## config.mk

```make
export PLATFORM = sky130hd
export DESIGN_NAME = dct_block_scheduler
export DESIGN_NICKNAME = d
export VERILOG_FILES = /design/src/rtl/dct_pkg.sv /design/src/rtl/dct_block_coord_gen.sv /design/src/rtl/dct_block_scheduler.sv
export SDC_FILE = /design/constraint.sdc
export NUM_CORES = 1
export LEC_CHECK = 0
export CAP_MARGIN = 10
export CORE_MARGIN = 1.5
export CORE_UTILIZATION = 50
export CTS_CLUSTER_SIZE = 16
export DETAILED_ROUTE_END_ITERATION = 10
export PLACE_DENSITY_LB_ADDON = 0.3
export SLEW_MARGIN = 20
export SYNTH_ARGS = -nofsm -noshare
export SYNTH_HDL_FRONTEND = slang
export SYNTH_SLANG_ARGS = --single-unit
```

## constraint.sdc

```tcl
create_clock -name CLOCK_50_I -period 2.7 [get_ports CLOCK_50_I]
set_input_delay 0.54 -clock CLOCK_50_I [delete_from_list [all_inputs] [get_ports CLOCK_50_I]]
set_output_delay 0.54 -clock CLOCK_50_I [all_outputs]
set_load 0.01 [all_outputs]
```

## src/rtl/dct_pkg.sv

```systemverilog
// Shared types and defaults for the block-transform scheduler and its coordinate generators.
package dct_pkg;

  typedef enum logic [1:0] {
    S_DS_IDLE,
    S_DS_LAUNCH,
    S_DS_WAIT,
    S_DS_FINISH
  } dct_sched_state_t;

  localparam logic [1:0] PLANE_Y = 2'd0;
  localparam logic [1:0] PLANE_U = 2'd1;
  localparam logic [1:0] PLANE_V = 2'd2;

  localparam int DCT_Y_COLS  = 40;
  localparam int DCT_UV_COLS = 20;
  localparam int DCT_ROWS    = 30;

endpackage

```

## src/rtl/dct_block_coord_gen.sv

```systemverilog
// Walks 8x8 block coordinates plane-major, row-major, column-minor; the column
// limit depends on the plane. last flags the final V-plane block.
module dct_block_coord_gen
  import dct_pkg::*;
#(
  parameter int Y_COLS  = DCT_Y_COLS,
  parameter int UV_COLS = DCT_UV_COLS,
  parameter int ROWS    = DCT_ROWS
) (
  input  logic       CLOCK_50_I,
  input  logic       Resetn,
  input  logic       advance,
  input  logic       clear,
  output logic [1:0] plane,
  output logic [4:0] row,
  output logic [5:0] col,
  output logic       last
);

  localparam logic [5:0] Y_LIM   = 6'(Y_COLS - 1);
  localparam logic [5:0] UV_LIM  = 6'(UV_COLS - 1);
  localparam logic [4:0] ROW_LIM = 5'(ROWS - 1);

  logic [5:0] w_col_lim;

  assign w_col_lim = (plane == PLANE_Y) ? Y_LIM : UV_LIM;
  assign last      = (plane == PLANE_V) && (row == ROW_LIM) && (col == w_col_lim);

  always_ff @(posedge CLOCK_50_I or negedge Resetn) begin
    if (!Resetn) begin
      plane <= PLANE_Y;
      row   <= '0;
      col   <= '0;
    end else if (clear) begin
      plane <= PLANE_Y;
      row   <= '0;
      col   <= '0;
    end else if (advance) begin
      if (col == w_col_lim) begin
        col <= '0;
        if (row == ROW_LIM) begin
          row   <= '0;
          // wrap after the final block so an idle generator rests at block 0
          plane <= last ? PLANE_Y : plane + 2'd1;
        end else begin
          row <= row + 5'd1;
        end
      end else begin
        col <= col + 6'd1;
      end
    end
  end

endmodule

```

## src/rtl/dct_block_scheduler.sv

```systemverilog
// Software-pipelined fetch / compute / write sequencer over all Y,U,V 8x8 blocks.
// Optional DCT_SCHED_PERF_EN adds cycle_count and stall_count performance outputs.
module dct_block_scheduler
  import dct_pkg::*;
#(
  parameter int Y_COLS  = DCT_Y_COLS,
  parameter int UV_COLS = DCT_UV_COLS,
  parameter int ROWS    = DCT_ROWS
) (
  input  logic        CLOCK_50_I,
  input  logic        Resetn,
  input  logic        start,
  output logic        done,
  output logic        busy,
  output logic        fetch_start,
  input  logic        fetch_done,
  output logic [1:0]  fetch_plane,
  output logic [4:0]  fetch_row,
  output logic [5:0]  fetch_col,
  output logic        mm_start,
  input  logic        mm_done,
  output logic        write_start,
  input  logic        write_done,
  output logic [1:0]  write_plane,
  output logic [4:0]  write_row,
  output logic [5:0]  write_col,
  output logic        buf_sel
`ifdef DCT_SCHED_PERF_EN
  ,
  output logic [31:0] cycle_count,
  output logic [31:0] stall_count
`endif
);

  dct_sched_state_t r_state;
  // bit 0 fetch, bit 1 compute, bit 2 write: a phase's task set shifts up each phase
  logic [2:0] r_vld_pipe;
  logic [2:0] r_pend;
  logic       r_fetch_more;

  logic [2:0] w_acc;
  logic [2:0] w_pend_nx;
  logic [2:0] w_vld_nx;
  logic       w_fmore_nx;
  logic       w_start_ok;
  logic       w_f_last;
  logic       w_w_last;

  assign w_start_ok = start && (r_state == S_DS_IDLE);
  assign w_acc      = {write_done, mm_done, fetch_done} & r_pend & {3{r_state == S_DS_WAIT}};
  assign w_pend_nx  = r_pend & ~w_acc;
  assign w_fmore_nx = r_fetch_more && !(w_acc[0] && w_f_last);
  assign w_vld_nx   = {r_vld_pipe[1:0], w_fmore_nx};

  dct_block_coord_gen #(.Y_COLS(Y_COLS), .UV_COLS(UV_COLS), .ROWS(ROWS)) u_fetch_gen (
    .CLOCK_50_I (CLOCK_50_I),
    .Resetn     (Resetn),
    .advance    (w_acc[0]),
    .clear      (w_start_ok),
    .plane      (fetch_plane),
    .row        (fetch_row),
    .col        (fetch_col),
    .last       (w_f_last)
  );

  dct_block_coord_gen #(.Y_COLS(Y_COLS), .UV_COLS(UV_COLS), .ROWS(ROWS)) u_write_gen (
    .CLOCK_50_I (CLOCK_50_I),
    .Resetn     (Resetn),
    .advance    (w_acc[2]),
    .clear      (w_start_ok),
    .plane      (write_plane),
    .row        (write_row),
    .col        (write_col),
    .last       (w_w_last)
  );

  always_ff @(posedge CLOCK_50_I or negedge Resetn) begin
    if (!Resetn) begin
      r_state      <= S_DS_IDLE;
      r_vld_pipe   <= '0;
      r_pend       <= '0;
      r_fetch_more <= 1'b0;
      done         <= 1'b0;
      busy         <= 1'b0;
      fetch_start  <= 1'b0;
      mm_start     <= 1'b0;
      write_start  <= 1'b0;
      buf_sel      <= 1'b0;
    end else begin
      done        <= 1'b0;
      fetch_start <= 1'b0;
      mm_start    <= 1'b0;
      write_start <= 1'b0;
      case (r_state)
        S_DS_IDLE: begin
          if (start) begin
            r_state      <= S_DS_LAUNCH;
            busy         <= 1'b1;
            buf_sel      <= 1'b0;
            r_vld_pipe   <= 3'b001;
            r_pend       <= 3'b001;
            r_fetch_more <= 1'b1;
            fetch_start  <= 1'b1;
          end
        end
        S_DS_LAUNCH: r_state <= S_DS_WAIT;
        S_DS_WAIT: begin
          r_pend       <= w_pend_nx;
          r_fetch_more <= w_fmore_nx;
          if (w_pend_nx == 3'b000) begin
            // write-only phase retiring the final block ends the frame
            if (r_vld_pipe[2] && !r_vld_pipe[1] && w_w_last) begin
              r_state <= S_DS_FINISH;
              done    <= 1'b1;
            end else begin
              r_state     <= S_DS_LAUNCH;
              r_vld_pipe  <= w_vld_nx;
              r_pend      <= w_vld_nx;
              fetch_start <= w_vld_nx[0];
              mm_start    <= w_vld_nx[1];
              write_start <= w_vld_nx[2];
              buf_sel     <= ~buf_sel;
            end
          end
        end
        S_DS_FINISH: begin
          r_state <= S_DS_IDLE;
          busy    <= 1'b0;
        end
        default: r_state <= S_DS_IDLE;
      endcase
    end
  end

`ifdef DCT_SCHED_PERF_EN
  logic w_one_pend;

  assign w_one_pend = (r_pend != 3'b000) && ((r_pend & (r_pend - 3'd1)) == 3'b000);

  always_ff @(posedge CLOCK_50_I or negedge Resetn) begin
    if (!Resetn) begin
      cycle_count <= '0;
      stall_count <= '0;
    end else if (w_start_ok) begin
      cycle_count <= '0;
      stall_count <= '0;
    end else if (busy) begin
      cycle_count <= cycle_count + 32'd1;
      if ((r_state == S_DS_WAIT) && w_one_pend)
        stall_count <= stall_count + 32'd1;
    end
  end
`endif

endmodule
```

After elaboration in Yosys (flattened, before gate mapping)
Index checks and enable logic that the tools add are counted.

storage, ports and cells
  flip-flop bits (word level) = 41
  latch bits = 0
  bits in writable memories = 0
  memory bits (read-only) = 0
  bits of input ports = 6
  output and inout port bits = 32
  logic and storage cells = 127
  memories = 0

cells by class
  add/subtract/negate cells = 6
  $mul = 0
  div/mod/pow operators = 0
  $lt $le $gt $ge = 0
  eq/ne operators = 12
  shift-type cells = 0
  multiplexer cells = 57
  bitwise gates (word level) = 5
  reductions and logical operators = 31

operators by type and width
  cell                                                           number
  6-bit 2-to-1 mux                                               8
  5-bit 2-to-1 mux                                               8
  2-bit 2-to-1 mux                                               13
  1-bit 2-to-1 mux                                               16
  2-bit nonzero test                                             8
  3-bit 2-to-1 mux                                               5
  6-bit by 1-bit adder with 6-bit output, second input constant  2
  6-bit equality test                                            2
  3-bit case mux with 2 select lines                             2
  5-bit by 1-bit adder with 5-bit output, second input constant  2
  5-bit equality test, second input constant                     2
  2-bit AND reduction                                            5
  3-bit AND                                                      3
  1-bit logical AND                                              9
  2-bit equality test, second input constant                     4
  1-bit case mux with 2 select lines                             4
  2-bit case mux with 4 select lines                             1
  2-bit zero test                                                3
  3-bit AND reduction                                            2
  2-bit by 1-bit adder with 2-bit output, second input constant  2
  2-bit inequality test, second input constant                   2
  4-bit AND reduction                                            1
  3-bit zero test                                                1
  3-bit inverter                                                 1
  other kinds (4)                                                5

Depth between registers and ports, before layout
Gate-level depths: netlist of the first run.

  word-level depth = 10
  depth in mapped cells = 7
  gate-level depth less buffers = 7

By module
A second synthesis of the first run with hierarchy kept.

second synthesis, totals
  cells, all modules = 217
  area total of the unflattened synthesis = 2,258.4 sq um

by module, submodules not included
  module               instances  cells each  area each (sq um)  seq. area each (sq um)
  dct_block_coord_gen  2          77          797.0              325.3
  dct_block_scheduler  1          63          664.4              375.4

Worst setup path before layout of the first run
OpenSTA, ideal clock, no wires.

  path type = register to register
  start point = reg u_fetch_gen.plane[0]
  end point = reg u_fetch_gen.plane[0]
  library setup time = 79 ps
  arrival = 2,116 ps
  required time = 2,621 ps
  slack = 505 ps
  stages on the path, launching flop included = 7
  buffers on the path = 0
  clock period less this slack = 2,195 ps
  cell sequence = dfrtp_1 -> inv_1 -> ha_1 -> or4b_4 -> a211o_1 -> or4_1 -> mux2i_1

between the ends
  cells in the longest elaborated chain, start to end = 9
  elaborated cells on any way between the ends = 14
  those cells by class = add/sub (1); eq/ne (2); mux (6); reduce/logical (5)

ends and longest elaborated chain
  element                 line                                                  RTL
  from (decl)             dct_block_coord_gen.sv:14                             output logic [1:0] plane,
  from (signal assigned)  dct_block_coord_gen.sv:44                             plane <= last ? PLANE_Y : plane + 2'd1;
  2-bit zero test         dct_block_coord_gen.sv:26                             assign w_col_lim = (plane == PLANE_Y) ? Y_LIM : UV_LIM;
  6-bit 2-to-1 mux        dct_block_coord_gen.sv:26
  6-bit equality test     dct_block_coord_gen.sv:27, dct_block_coord_gen.sv:39
  1-bit logical AND       dct_block_coord_gen.sv:27                             assign last = (plane == PLANE_V) && (row == ROW_LIM) && (col == w_col_lim);
  2-bit 2-to-1 mux        dct_block_coord_gen.sv:44
  2-bit 2-to-1 mux        dct_block_coord_gen.sv:41                             if (row == ROW_LIM) begin
  2-bit 2-to-1 mux        dct_block_coord_gen.sv:39                             if (col == w_col_lim) begin
  2-bit 2-to-1 mux        dct_block_coord_gen.sv:38                             end else if (advance) begin
  2-bit 2-to-1 mux        dct_block_coord_gen.sv:34                             end else if (clear) begin

Parallel ways exist; a longest one is shown, timed or not. The select of a mux whose other input is x is not followed.
A chain may end at the register's enable or synchronous reset.

Worst setup path in the final report of the first run
  start point = reg u_write_gen.plane[1]
  end point = reg r_vld_pipe[1]

between the ends
  cells in the longest elaborated chain, start to end = 7
  elaborated cells on any way between the ends = 9
  those cells by class = eq/ne (3); mux (1); reduce/logical (5)

ends and longest elaborated chain
  element                                     line                        RTL
  from (decl)                                 dct_block_coord_gen.sv:14
  from (signal assigned)                      dct_block_coord_gen.sv:44
  2-bit zero test                             dct_block_coord_gen.sv:26
  6-bit 2-to-1 mux                            dct_block_coord_gen.sv:26
  6-bit equality test                         dct_block_coord_gen.sv:27
  1-bit logical AND (*)                       dct_block_coord_gen.sv:27
  1-bit logical AND (*)                       dct_block_scheduler.sv:112  if (r_vld_pipe[2] && !r_vld_pipe[1] && w_w_last) begin
  2-bit inequality test (no source line) (*)  --
  4-bit AND reduction (no source line) (*)    --
  to (signal assigned)                        dct_block_scheduler.sv:117  r_vld_pipe <= w_vld_nx;
  to (decl)                                   dct_block_scheduler.sv:37   logic [2:0] r_vld_pipe;

Every way passes the cells marked *; elsewhere a longest branch is shown, timed or not.

==> results.txt, run 1 <==
- For this run, the number of Yosys warnings is 0.
- Final WL: 4.688 mm
- The signal on the critical path passes through inv_1 > ha_1 > or4b_4 > a2111oi_4 > nor3_1 > and3_1 > o21bai_1.
- Together, buffers and inverters on the worst path number 1.
* Width of the die: a little under 70 um
- The repair_antennas step left the layout with diodes totalling 0.
* Number of gates given a new drive strength after cts: 0
- Crit Path Class: reg -> reg
- Counting flops with an async set or reset pin after synthesis yields a share of 100.0%.
- # port buffers: 37
- Data required time of the worst path: 2860 ps
- Of all nets on the critical path, the largest fanout is 4.
- Setup-violating endpoint count in the final report: 0
- Mean instance size in the synthesized netlist: 9.611 um^2
* Static leakage power: 1.191 nW
* Util after Layout: 66.63%
- Counting the buffers created by CTS gives 5.
* Gate count of the mapped netlist: ~230
- STA classifies the critical path startpoint as a flip-flop.
- The clock tree synthesis step divided the H-tree into 2 levels.
- Cell area after technology mapping: around 0.0022 mm^2
- By count the netlist is led by sky130_fd_sc_hd__dfrtp_1 (41), sky130_fd_sc_hd__nor2_1 (26), sky130_fd_sc_hd__nand2_1 (21).
- The number of nets handed over by synthesis was approximately 240.
- At the end of the flow, the number of nets in the layout was roughly 290.
* Overall global routing resource usage: roughly 22%
- Detailed routing inserted a total of around 1800 vias.
* Clock latency on the worst-skew pair: a little under 300 ps
* Final worst hold slack: 371.9 ps
* Area share of the leading cell type in the synthesized netlist: between 40% and 50%
* Slew Viols, Final: 0
* Max-capacitance violation count: 0
- Synth area leaders: sky130_fd_sc_hd__dfrtp_1 (47%), sky130_fd_sc_hd__ha_1 (5.8%), sky130_fd_sc_hd__nor2_1 (4.5%)
- Initial Utilization: between 50% and 60%
* Final Hold Fails: 0
* Cell at the slowest stage of the critical path: sky130_fd_sc_hd__or4b_4
* Vias in the first global route: about 1700
* Number of post-CTS setup repair buffers: 0
* Total number of placement rows: 23
* Period utilization: between 80% and 90%
- The share of the Yosys chip area taken by registers is 47.24%.
- In this run, the number of DRC markers left after iteration 0 of detailed routing was 96.
- Pin placement for this block handled 38 I/O pins.
- Most common flop cell mapped by yosys: sky130_fd_sc_hd__dfrtp_1
* Clock Sink Count: 41
* Number of antenna violations at the first check in global routing: 0
* Beginning of the worst register-to-register path: u_write_gen.plane[1]
- In this design, the stage delay of the slowest critical-path cell is around 590 ps.
* Type of destination of the critical path: flip-flop
- Result of the run: finished, final reports clean
- TritonCTS built the clock tree.
- Fill cell count: between 300 and 400
- Worst endpoint data arrival time: 2500 ps
* Global-route wire length before repair: roughly 7.7 mm
- The min-delay analysis places its worst path in the category in -> async.
* F_max: 427.6 MHz
- Number of hold buffers added after cts: 0
* Max transition margin: around two fifths
- Launching instance or port of the critical path: u_write_gen.plane[1]
- The detail route stage leaves a number of antenna-violating nets equal to 0.
- Dividing the detail-routed via count by the number of cells gives 5.665.
* Largest delay share family, worst path: simple AND/OR/NAND/NOR gates
- Setup repair after global routing missed its margin: false
* Largest net degree at the start of global routing: 42
- Global placer's final weighted congestion: 0.8677
* CORE AREA: roughly 0.0041 mm^2
- The die is ~70 um tall.
- The floorplan step defined a die boundary enclosing between 0.004 and 0.005 mm^2.
- Yosys mapped the design onto between 40 and 50 distinct sky130hd cell types.
- Slew of the pin with the lowest slew margin: ~900 ps
- Final routed wire length divided by cell count: 14.56 um
- Most frequent cell after synthesis: sky130_fd_sc_hd__dfrtp_1
- Registers take approximately 0.001 mm^2.
- Dominant cell type by area after synthesis: sky130_fd_sc_hd__dfrtp_1
* Multi-input gate area in the final layout: roughly 0.0011 mm^2
- Across all register-to-register paths, the minimum setup slack is roughly 360 ps.
* Layout overhead on the synthesized area: 25.35%
* Number of synthesized register bits: 41
* Worst-path clk slew: roughly 70 ps
- In the final layout, the share of cells above drive strength 1 is roughly 7%.
- Shortest clock period the worst path allows after layout: ~2300 ps
* Clock root buffer: sky130_fd_sc_hd__clkbuf_8
- Final sum of negative setup slack: 0 ps
- Half-perimeter wire length after placement: 3.386 mm
- Power density relative to cell area: approximately 800 mW/mm^2
* Maximum count of clock buffers along a single path: 2
* Final worst clock skew: a little under 6 ps
* Largest voltage drop on the vdd net: approximately 0.5 mV
* Count of unresolved DRC violations after routing: 0
- The first TritonRoute pass finished after 4 iterations.
* Sum of overflow across all layers after global routing: 0
- The synthesized design contains 0 enable-type register cells.
-- routing by layer --
| layer | vias to the layer above | routed length [um] | track usage [%] |
|---|---|---|---|
| met3 | 10 | 208 | 5.357 |
| met2 | 43 | 2156 | 35.58 |
| met5 | - | 0 | 0 |
| met1 | 873 | 2239 | 29.23 |
| li1 | 898 | - | - |
| met4 | 0 | 82 | 9.314 |
-- final cells by class --
class / count / area share (%)
Multi-Input combinational cell: 172 / 40.21
Sequential cell: 41 / 37.68
Timing Repair Buffer: 42 / 15.26
Clock buffer: 7 / 3.171
Tap cell: 50 / 2.298
Inverter: 10 / 1.379
-- registers in the layout, indices dropped and copies added, names as in the netlist --
register / flops
fetch_start: 1
r_state: 2
mm_start: 1
r_vld_pipe: 3
write_start: 1
r_pend: 3
u_fetch_gen.row: 5
busy: 1
u_fetch_gen.col: 6
buf_sel: 1
u_write_gen.col: 6
u_fetch_gen.plane: 2
done: 1
r_fetch_more: 1
u_write_gen.row: 5
u_write_gen.plane: 2
-- stage by stage --
stage | worst slack (ps) | std cells | total power [mW] | instance area [um^2]
after global routing | 171.0 | 322 | 2.375 | 2723
final | 361.5 | 322 | 2.208 | 2723
after detailed placement | 357.4 | 315 | 1.808 | 2636
after CTS | 365.4 | 322 | 2.219 | 2723
after global placement | 380.4 | 315 | 1.789 | 2636
after floorplan | 504.6 | 226 | 1.414 | 2172
-- final timing paths --
path	endpoint	cells after the start
worst max-delay path	r_vld_pipe[1]	7
worst min-delay path	u_fetch_gen.col[5]	1
worst max register to register	r_vld_pipe[1]	7
worst min register to register	busy	1
max in group asynchronous	r_pend[1]	1
min in group CLOCK_50_I	busy	1
-- layout by cell type, fill, tap and decap left out, types with 2 or more instances in the layout --
| cell | instances |
|---|---|
| sky130_fd_sc_hd__dfrtp_1 | 41 |
| sky130_fd_sc_hd__clkdlybuf4s50_1 | 36 |
| sky130_fd_sc_hd__nor2_1 | 26 |
| sky130_fd_sc_hd__nand2_1 | 21 |
| sky130_fd_sc_hd__o21ai_0 | 18 |
| sky130_fd_sc_hd__a21oi_1 | 14 |
| sky130_fd_sc_hd__inv_1 | 10 |
| sky130_fd_sc_hd__nand4_1 | 10 |
| sky130_fd_sc_hd__xor2_1 | 10 |
| sky130_fd_sc_hd__ha_1 | 10 |
| sky130_fd_sc_hd__nand2b_1 | 7 |
| sky130_fd_sc_hd__nor3_1 | 6 |
| sky130_fd_sc_hd__nand3_1 | 6 |
| sky130_fd_sc_hd__clkbuf_8 | 6 |
| sky130_fd_sc_hd__buf_4 | 4 |
| sky130_fd_sc_hd__nand4b_1 | 3 |
| sky130_fd_sc_hd__and3_1 | 3 |
| sky130_fd_sc_hd__or3_1 | 3 |
| sky130_fd_sc_hd__o31ai_1 | 3 |
| sky130_fd_sc_hd__or4b_4 | 2 |
| sky130_fd_sc_hd__a211o_1 | 2 |
| sky130_fd_sc_hd__nand3b_1 | 2 |
| sky130_fd_sc_hd__nor3b_1 | 2 |
| sky130_fd_sc_hd__o211ai_1 | 2 |
| sky130_fd_sc_hd__a21o_1 | 2 |
| sky130_fd_sc_hd__mux2i_1 | 2 |
-- worst reg2reg max path: stages, from the launching register on --
cell                        delay, ps
sky130_fd_sc_hd__dfrtp_1          400
sky130_fd_sc_hd__inv_1             60
sky130_fd_sc_hd__ha_1             200
sky130_fd_sc_hd__or4b_4           590
sky130_fd_sc_hd__a2111oi_4        410
sky130_fd_sc_hd__nor3_1           160
sky130_fd_sc_hd__and3_1           240
sky130_fd_sc_hd__o21bai_1         150
-- cells by family after synthesis --
family	Yosys count	synth area share [%]
and+or+nand+nor	96	22.93
buffers and inverters	13	2.362
adders and majority gates	10	5.760
AOI/OAI and AO/OA	53	16.25
xor gates and xnor gates	10	4.032
DFF	41	47.23
muxes	3	1.440
-- power by group --
part | leakage, nW | switching, mW | total [mW] | internal [mW]
Combinational | 0.606 | 0.481 | 0.896 | 0.415
Sequential | 0.541 | 0.148 | 0.910 | 0.762
Clock | 0.0443 | 0.200 | 0.402 | 0.203
Power figures use the tool's default switching activity.
==> run 2, diff against run 1 <==
--- a/config.mk
+++ b/config.mk
@@ -8,6 +8,7 @@
 export CAP_MARGIN = 10
 export CORE_MARGIN = 1.5
 export CORE_UTILIZATION = 50
+export CTS_CLUSTER_DIAMETER = 200
 export CTS_CLUSTER_SIZE = 16
 export DETAILED_ROUTE_END_ITERATION = 10
 export PLACE_DENSITY_LB_ADDON = 0.3
==> results of run 2 <==
Same layout as run 1: the final DEF is identical, and so are final timing and power.
==> run 3, diff against run 2 <==
--- a/config.mk
+++ b/config.mk
@@ -12,6 +12,7 @@
 export CTS_CLUSTER_SIZE = 16
 export DETAILED_ROUTE_END_ITERATION = 10
 export PLACE_DENSITY_LB_ADDON = 0.3
+export REMOVE_ABC_BUFFERS = 1
 export SLEW_MARGIN = 20
 export SYNTH_ARGS = -nofsm -noshare
 export SYNTH_HDL_FRONTEND = slang
==> results.txt, run 3 (synthesis results as in run 1) <==
- Result of the run: finished, final reports clean (unchanged).
* Most frequent cells in the layout: sky130_fd_sc_hd__dfrtp_1 (41), sky130_fd_sc_hd__clkdlybuf4s50_1 (36), sky130_fd_sc_hd__nor2_1 (26) (unchanged)
- Number of antenna violations at the first check in global routing: 0 (unchanged)
* Vias per cell: 5.642 (was 5.665)
- The classification of the worst setup path is reg -> reg (unchanged).
- The clock group share of total power came to 18.2% (about the same).
- Maximum count of clock buffers along a single path: 2 (unchanged)
- Final sum of negative setup slack: 0 ps (unchanged)
* Max-capacitance violation count: 0 (unchanged)
* Overall global routing resource usage: 23.02% (was 22.36%)
- The total placed instance area was 0.002631 mm^2 (was 0.002636 mm^2).
- The filler cell count in the final layout came to 344 (was 334).
* Slew of the pin with the lowest slew margin: 917.2 ps (was 907.4 ps)
- # port buffers: 37 (unchanged)
- The classification of the worst-slack hold path is in -> async (unchanged).
- Max transition margin: 38.85% (was 39.51%)
- The portion of total power attributed to combinational logic is 40.0% (was 40.6%).
- The highest-delay cell along the critical path is sky130_fd_sc_hd__or4b_4 (unchanged).
- Pre-Repair DR Iteration Count: 5 (was 4)
* Shortest clock period the worst path allows after layout: 2341 ps (was 2338 ps)
* Final WL: 4.782 mm (was 4.688 mm)
* Setup repair after global routing missed its margin: false (unchanged)
- The number of top-level pins was 38 (unchanged).
- The count of endpoints failing setup in the final report came to 0 (unchanged).
- Total number of placement rows: 23 (unchanged)
- The number of hold violations in the final report was 0 (unchanged).
- The wire length per cell after detailed routing is 14.76 um (was 14.56 um).
- The number of H-tree branching levels came to 2 (unchanged).
- The count of clock tree sinks came to 41 (unchanged).
- Chip height: 68.91 um (unchanged)
- The share of layout cells above drive strength 1 is 7.664% (was 6.985%).
- Slew Viols, Final: 0 (unchanged)
* Worst Path Max Fanout: 4 (unchanged)
- The number of global-route vias before repair is 1703 (was 1697).
- Proportion of power drawn by flip-flops and latches: 41.8% (was 41.2%)
* Total Power Consumption: 2.193 mW (was 2.208 mW)
- Static leakage power: 1.193 nW (was 1.191 nW)
- Clock latency on the worst-skew pair: 300 ps (was 290 ps)
* Most common cell after layout, fill and taps aside: sky130_fd_sc_hd__dfrtp_1 (unchanged)
* CTS tree: done (unchanged)
- Half-perimeter wire length after placement: 3.438 mm (was 3.386 mm)
* Final antenna-violating net count: 0 (unchanged)
- CP max stage delay: 600 ps (was 590 ps)
- The effective utilization at floorplan came to 53.15% (unchanged).
- Final worst hold slack: 375.3 ps (was 371.9 ps)
- Largest registers: u_fetch_gen.col x6, u_write_gen.col x6 (unchanged).
- Number of antenna diodes: 0 (unchanged)
* Clock root buffer: sky130_fd_sc_hd__clkbuf_8 (unchanged)
* Count of unresolved DRC violations after routing: 0 (unchanged)
* Period utilization: 86.70% (was 86.61%)
- Type of destination of the critical path: flip-flop (unchanged)
- The remaining global-route overflow came to 0 (unchanged).
- The multi-input logic area was 0.001095 mm^2 (unchanged).
- The post-placement worst setup slack is 345.6 ps (was 357.4 ps).
- Global placer's final weighted congestion: 0.8465 (was 0.8677)
- Switching power: 0.8439 mW (was 0.8285 mW)
- Switching share of power: 38.47% (was 37.52%)
- The required time of the critical path was 2880 ps (was 2860 ps).
* Worst-path clk slew: 80 ps (was 70 ps)
- Final cell count without fillers: 324 (was 322)
- Final worst clock skew: 5.644 ps (was 5.800 ps)
- The die area is 0.004749 mm^2 (unchanged).
* Total Nets Final: 289 (was 288)
* CORE AREA: 0.004086 mm^2 (unchanged)
* Layout overhead on the synthesized area: 24.94% (was 25.35%)
- The number of buffers inserted by hold repair at cts came to 0 (unchanged).
- F_max: 427.2 MHz (was 427.6 MHz)
* Number of gates given a new drive strength after cts: 0 (unchanged)
- Util after Layout: 66.41% (was 66.63%)
* Total area of sequential cells: 0.001026 mm^2 (unchanged)
- The power density relative to cell area came to 808.2 mW/mm^2 (was 811.1 mW/mm^2).
* Number of design-rule violations left by the first detailed-router iteration: 132 (was 96)
* Cells along the critical path: inv_1 > ha_1 > or4b_4 > a2111oi_4 > nor3_1 > and3_1 > o21bai_1 (unchanged)
* Number of clock buffers inserted by TritonCTS: 5 (unchanged)
* Area of all placed cells without fillers: 0.002714 mm^2 (was 0.002723 mm^2)
* Startpoint kind of the worst setup timing path: flip-flop (unchanged)
* Internal Power: 1.350 mW (was 1.380 mW)
- The number of buffers inserted to repair setup after CTS is 0 (unchanged).
- The number of placed cells counting well taps is 316 (was 315).
* Setup ws final: 359.0 ps (was 361.5 ps)
- The global-route wire length before repair was 7.997 mm (was 7.714 mm).
- The arrival time reported for the critical path endpoint was 2520 ps (was 2500 ps).
* Largest net degree at the start of global routing: 42 (unchanged)
* Width of the die: 68.91 um (unchanged)
- Vias after detailed routing: 1828 (was 1824)
- The worst ir drop on vdd was 0.5115 mV (was 0.5024 mV).
==> run 3: final timing paths <==
check / endpoint / cells after the start / startpoint / slack, ps
worst max-delay path: r_vld_pipe[1] / 7 / u_write_gen.plane[1] / 360
worst min-delay path: u_fetch_gen.col[0] / 1 / Resetn / 380
worst max register to register: r_vld_pipe[1] / 7 / u_write_gen.plane[1] / 360
worst min register to register: buf_sel / 1 / buf_sel / 500
max in group asynchronous: u_fetch_gen.col[1] / 1 / Resetn / 1760
min in group CLOCK_50_I: buf_sel / 1 / buf_sel / 500
==> run 3: worst max-delay path: cells and delay by family (launching register included) <==
| family | cells | cell delay (ps) |
|---|---|---|
| flip-flops | 1 | 400 |
| AO/OA/AOI/OAI | 2 | 570 |
| AND/OR/NAND/NOR | 3 | 990 |
| buffers and inverters | 1 | 60 |
| adder cells (fa/ha/maj) | 1 | 210 |
==> run 3: layout make-up <==
class	instances	share of cell area, %
repair buffers	43	15.12
multi-input cells	172	40.34
clock inverters	2	0.3688
well taps	50	2.305
flip-flops and latches	41	37.81
inverters	10	1.383
clock buffers	6	2.674
==> run 3: power by group through the flow <==
stage                     clock (mW)  sequential, mW  combinational, mW
after floorplan                    0           0.934              0.467
after global placement             0           0.919              0.863
after detailed placement           0           0.923              0.874
after CTS                      0.404           0.913              0.881
after global routing           0.430           0.938              0.997
final                          0.399           0.917              0.878
==> run 3: routing by layer <==
metal  up-vias  share of wire [%]  GRT usage (%)
li1        905                  -              -
met1       857                 49          32.26
met2        59                 45          35.10
met3         7                5.3          5.195
met4         0                1.2          8.088
met5         -                  0              0
